$ cat src/rtl/sram_port_pkg.sv
// Shared defaults and the response record for the SRAM port master.
package sram_port_pkg;

  localparam int SRAM_ADDR_W = 25;
  localparam int SRAM_DATA_W = 64;
  localparam int SRAM_MASK_W = SRAM_DATA_W / 8;
  localparam int SRAM_DEPTH  = 4;

  // One queued response: write ack (data forced to zero) or read data.
  typedef struct packed {
    logic                   write;
    logic [SRAM_DATA_W-1:0] data;
  } sram_resp_t;

endpackage

$ cat src/rtl/sram_resp_fifo.sv
// Response queue: circular buffer with explicit occupancy count.
module sram_resp_fifo
  import sram_port_pkg::*;
#(
  parameter  int WIDTH = 1 + SRAM_DATA_W,
  parameter  int DEPTH = SRAM_DEPTH,
  localparam int CNT_W = $clog2(DEPTH + 1),
  localparam int PTR_W = (DEPTH > 1) ? $clog2(DEPTH) : 1
) (
  input  logic             clock,
  input  logic             reset,
  input  logic             push,
  input  logic [WIDTH-1:0] push_data,
  input  logic             pop,
  output logic [WIDTH-1:0] head,
  output logic             full,
  output logic             empty,
  output logic [CNT_W-1:0] count
);

  logic [WIDTH-1:0] mem [DEPTH];
  logic [PTR_W-1:0] wr_ptr;
  logic [PTR_W-1:0] rd_ptr;
  logic             do_push;
  logic             do_pop;

  // Pointers wrap at DEPTH, not at the power of two above it.
  function automatic logic [PTR_W-1:0] next_ptr(input logic [PTR_W-1:0] p);
    return (p == PTR_W'(DEPTH - 1)) ? '0 : p + 1'b1;
  endfunction

  assign empty   = (count == '0);
  assign full    = (count == CNT_W'(DEPTH));
  // A pop on an empty queue is ignored; a push on a full queue only lands if a pop frees a slot.
  assign do_pop  = pop & ~empty;
  assign do_push = push & (~full | do_pop);
  assign head    = mem[rd_ptr];

  // Pointer and occupancy bookkeeping.
  always_ff @(posedge clock or posedge reset) begin
    if (reset) begin
      wr_ptr <= '0;
      rd_ptr <= '0;
      count  <= '0;
    end else begin
      if (do_push) wr_ptr <= next_ptr(wr_ptr);
      if (do_pop)  rd_ptr <= next_ptr(rd_ptr);
      case ({do_push, do_pop})
        2'b10:   count <= count + 1'b1;
        2'b01:   count <= count - 1'b1;
        default: count <= count;
      endcase
    end
  end

  // Storage write; contents need no reset since occupancy gates visibility.
  always_ff @(posedge clock) begin
    if (do_push) mem[wr_ptr] <= push_data;
  end

endmodule

$ cat src/rtl/sram_port_master.sv
// SRAM port master: accepts read/write requests, drives a 1R1W SRAM macro,
// and returns in-order responses through a credit-limited response queue.
module sram_port_master
  import sram_port_pkg::*;
#(
  parameter int ADDR_W = SRAM_ADDR_W,
  parameter int DATA_W = SRAM_DATA_W,
  parameter int MASK_W = DATA_W / 8,
  parameter int DEPTH  = SRAM_DEPTH
) (
  input  logic              clock,
  input  logic              reset,
  input  logic              req_valid,
  output logic              req_ready,
  input  logic              req_write,
  input  logic [ADDR_W-1:0] req_addr,
  input  logic [DATA_W-1:0] req_data,
  input  logic [MASK_W-1:0] req_mask,
  output logic              resp_valid,
  input  logic              resp_ready,
  output logic              resp_write,
  output logic [DATA_W-1:0] resp_data,
  output logic              W0_clk,
  output logic [ADDR_W-1:0] W0_addr,
  output logic              W0_en,
  output logic [DATA_W-1:0] W0_data,
  output logic [MASK_W-1:0] W0_mask,
  output logic              R0_clk,
  output logic [ADDR_W-1:0] R0_addr,
  output logic              R0_en,
  input  logic [DATA_W-1:0] R0_data
);

  localparam int CNT_W  = $clog2(DEPTH + 1);
  localparam int RESP_W = 1 + DATA_W;

  logic              ready_r;
  logic [CNT_W-1:0]  credits;
  logic [CNT_W-1:0]  credits_nxt;
  logic              req_fire;
  logic              resp_fire;

  logic              vld_p0;
  logic              wr_p0;
  logic [ADDR_W-1:0] addr_p0;
  logic [DATA_W-1:0] data_p0;
  logic [MASK_W-1:0] mask_p0;

  logic              vld_p1;
  logic              wr_p1;
  logic [RESP_W-1:0] resp_push_p1;

  logic [RESP_W-1:0] fifo_head;
  logic              fifo_full;
  logic              fifo_empty;
  logic [CNT_W-1:0]  fifo_count;

  assign req_fire  = req_valid & ready_r;
  assign resp_fire = resp_valid & resp_ready;
  assign req_ready = ready_r;

  // Credits count requests accepted but not yet consumed as responses.
  always_comb begin
    credits_nxt = credits;
    if (req_fire && !resp_fire)      credits_nxt = credits + 1'b1;
    else if (!req_fire && resp_fire) credits_nxt = credits - 1'b1;
  end

  // Credit state and a registered ready derived from next-cycle credits.
  always_ff @(posedge clock or posedge reset) begin
    if (reset) begin
      credits <= '0;
      ready_r <= 1'b0;
    end else begin
      credits <= credits_nxt;
      ready_r <= (credits_nxt < CNT_W'(DEPTH));
    end
  end

  // ---- stage p0: issue registers drive the SRAM ports for one cycle ----
  // Issue registers are cleared by reset so the macro pins read zero while held.
  always_ff @(posedge clock or posedge reset) begin
    if (reset) begin
      vld_p0  <= 1'b0;
      wr_p0   <= 1'b0;
      addr_p0 <= '0;
      data_p0 <= '0;
      mask_p0 <= '0;
    end else begin
      vld_p0 <= req_fire;
      if (req_fire) begin
        wr_p0   <= req_write;
        addr_p0 <= req_addr;
        data_p0 <= req_data;
        mask_p0 <= req_mask;
      end
    end
  end

  assign W0_clk  = clock;
  assign R0_clk  = clock;
  assign W0_en   = vld_p0 & wr_p0;
  assign R0_en   = vld_p0 & ~wr_p0;
  assign W0_addr = addr_p0;
  assign R0_addr = addr_p0;
  assign W0_data = data_p0;
  assign W0_mask = mask_p0;

  // ---- stage p1: wait for the macro's read data, then queue the response ----
  // Track which issued slot the macro is answering this cycle.
  always_ff @(posedge clock or posedge reset) begin
    if (reset) begin
      vld_p1 <= 1'b0;
      wr_p1  <= 1'b0;
    end else begin
      vld_p1 <= vld_p0;
      wr_p1  <= wr_p0;
    end
  end

  assign resp_push_p1 = {wr_p1, wr_p1 ? {DATA_W{1'b0}} : R0_data};

  sram_resp_fifo #(
    .WIDTH (RESP_W),
    .DEPTH (DEPTH)
  ) u_resp_fifo (
    .clock     (clock),
    .reset     (reset),
    .push      (vld_p1),
    .push_data (resp_push_p1),
    .pop       (resp_ready),
    .head      (fifo_head),
    .full      (fifo_full),
    .empty     (fifo_empty),
    .count     (fifo_count)
  );

  assign resp_valid = ~fifo_empty;
  assign {resp_write, resp_data} = fifo_head;

  // Credit construction keeps the queue from overflowing and the ports exclusive.
  always_ff @(posedge clock) begin
    if (!reset) begin
      assert (!(vld_p1 && fifo_full && !resp_fire));
      assert (fifo_count <= credits);
      assert (credits <= CNT_W'(DEPTH));
      assert (!(W0_en && R0_en));
    end
  end

endmodule

$ cat config.mk
export PLATFORM = sky130hd
export DESIGN_NAME = sram_port_master
export DESIGN_NICKNAME = d
export VERILOG_FILES = /design/src/rtl/sram_port_pkg.sv /design/src/rtl/sram_resp_fifo.sv /design/src/rtl/sram_port_master.sv
export SDC_FILE = /design/constraint.sdc
export NUM_CORES = 1
export LEC_CHECK = 0
export CORE_AREA = 2 2 169 171
export CTS_CLUSTER_SIZE = 14
export DETAILED_ROUTE_END_ITERATION = 12
export DIE_AREA = 0 0 171 173
export GPL_ROUTABILITY_DRIVEN = 0
export PLACE_DENSITY_LB_ADDON = 0.05
export SYNTH_ARGS = -nofsm -noshare
export SYNTH_HDL_FRONTEND = slang
export SYNTH_HIERARCHICAL = 1
export SYNTH_SLANG_ARGS = --single-unit
$ cat constraint.sdc
create_clock -name clock -period 10 [get_ports clock]
set_input_delay 2 -clock clock [delete_from_list [all_inputs] [get_ports clock]]
set_output_delay 2 -clock clock [all_outputs]
set_load 0.005 [all_outputs]
==> results.json <==
{
  "worstHoldPathType": "flop to flop",
  "drtIter0Drc": 485,
  "antenna_found_initial": 4,
  "ioPinCount": 359,
  "hp-start": "vld_p0$_DFF_PP0_",
  "final_cell_mix": "clkdlybuf4s50_1 (358), edfxtp_1 (260), dfrtp_1 (109)",
  "core_area_um2": 27600,
  "layout_commonest_cell": "clkdlybuf4s50_1",
  "status": "complete, no violations",
  "initial_core_util_pct": 52.8,
  "synthesis.area_um2": 14600,
  "crit_type": "clock port to output port",
  "clk_latency_ns": 0.62,
  "cp-start-kind": "clock port",
  "cp_num_buf_inv": 3,
  "nFillCells": 1825,
  "ys_warn_count": 6,
  "synthCells": 739,
  "grt_pass1_wl_um": 48100,
  "slowest_stage": "clkdlybuf4s50_1",
  "avgSynthCellArea_um2": 19.7,
  "grt_pass1_vias": 8395,
  "vias": 7669,
  "holdPathStages": 0,
  "cp_top_family": "buffers and inverters",
  "max-cap-violations": 0,
  "grt_max_degree": 85,
  "power.density_nw_per_um2": 290,
  "wl_um": 31400,
  "hold-path-endpoint": "vld_p1$_DFF_PP0_",
  "cts_tree": "yes",
  "worstReg2RegStart": "u_resp_fifo/count[0]$_DFFE_PP0P_",
  "drive_gt1_share_pct": 22.0,
  "cts_resized": 0,
  "fin_nets": 1260,
  "crit_arrival_ns": 5.70,
  "crit_chain": "clkbuf_16, clkbuf_16, clkdlybuf4s50_1",
  "rsz0062_at_grt": "no",
  "cp.required_ns": 8.00,
  "setup_viol": 0,
  "worst_pin_slew_ns": 1.08,
  "path_clk_slew_ns": 0.06,
  "leakage_uw": 0.00708,
  "finalMaxSlewViolations": 0,
  "multi_input_area_um2": 3510,
  "syn_to_final_growth_pct": 34.9,
  "ant_nets": 0,
  "regArea_um2": 10600,
  "fp.dieArea_um2": 29600,
  "wire_per_inst_um": 21.0,
  "power_uw": 5710,
  "relSlewSlack_pct": 28.3,
  "rows": 61,
  "syn-num-nets": 915,
  "timing_hold_violations_final": 0,
  "grt-ovfl-total": 0,
  "crit_path_max_fanout": 2,
  "dpl.hpwl_um": 19700,
  "die_w_um": 171,
  "finClkSkew_ns": 0.0123,
  "track_usage_pct": 21.6,
  "endpoint_kind": "output port",
  "cts_setup_buffers": 0,
  "irDropWorstVdd_v": 0.000209,
  "cp_common_cell": "clkbuf_16",
  "worstRegToRegCells": 9,
  "rrSetupSlack_ns": 7.64,
  "ctsHoldBuffers": 0,
  "slowest_delay_ns": 0.44,
  "drc": 0,
  "vias_per_cell": 5.14,
  "portBuffers": 358,
  "setup_tns_ns": 0,
  "dr.pass1.iters": 4,
  "die_y_um": 173,
  "crit_cells": 3
}
==> power breakdown <==
part / total [uW] / internal, uW / switching, uW
combinational: 1800 / 1140 / 660
clock: 1530 / 962 / 571
sequential: 2370 / 2110 / 264
==> worst max path at each step <==
stage / slack, ns / to / start
after floorplan: 2.89 / R0_clk / clock
after global placement: 2.59 / R0_clk / clock
after detailed placement: 2.59 / R0_clk / clock
after CTS: 2.29 / R0_clk / clock
after global routing: 2.28 / R0_clk / clock
final: 2.30 / R0_clk / clock
==> worst register-to-register path: stages, from the launching register on <==
cell,delay [ns]
dfrtp_1,0.44
or3_2,0.54
inv_1,0.08
inv_1,0.05
nand2_1,0.08
inv_1,0.05
ha_1,0.38
nor2_1,0.06
mux2_2,0.26
a221o_1,0.31
==> state kept, by name (all words and copies together), names as in the netlist, 2 cells and up, named ones only <==
register,cells
credits,2
u_resp_fifo/rd_ptr,2
u_resp_fifo/wr_ptr,2
u_resp_fifo/mem,260
R0_addr,25
u_resp_fifo/count,3
W0_data,64
W0_mask,8
==> routing by layer <==
layer / up-vias / GRT usage (%) / wire, um
met2: 258 / 37.4 / 16600
met1: 3876 / 25.5 / 11900
met5: - / 0 / 34
met4: 4 / 6.50 / 469
li1: 3491 / - / -
met3: 40 / 7.51 / 2360
==> stage by stage <==
step | instance area (um^2) | hold slack (ns) | util [%] | worst slack (ns) | cells
2_1_floorplan | 14600 | 0.360 | - | 2.89 | 739
3_3_place_gp | 18300 | 0.399 | 66.2 | 2.59 | 1418
3_5_place_dp | 18300 | 0.406 | 66.2 | 2.59 | 1418
4_1_cts | 19700 | 0.419 | 71.2 | 2.29 | 1491
5_1_grt | 19700 | 0.420 | 71.2 | 2.28 | 1493
6_report | 19700 | 0.408 | 71.2 | 2.30 | 1493
==> area by class of cell <==
cell class | count | share of cell area (%)
inverters | 15 | 0.312
diodes | 2 | 0.0254
clock inverters | 23 | 1.23
clock buffers | 52 | 5.97
repair buffers | 360 | 18.3
flip-flops and latches | 372 | 54.0
well taps | 378 | 2.40
multi-input cells | 291 | 17.8
Note: power is estimated with default switching activity, not from simulation.
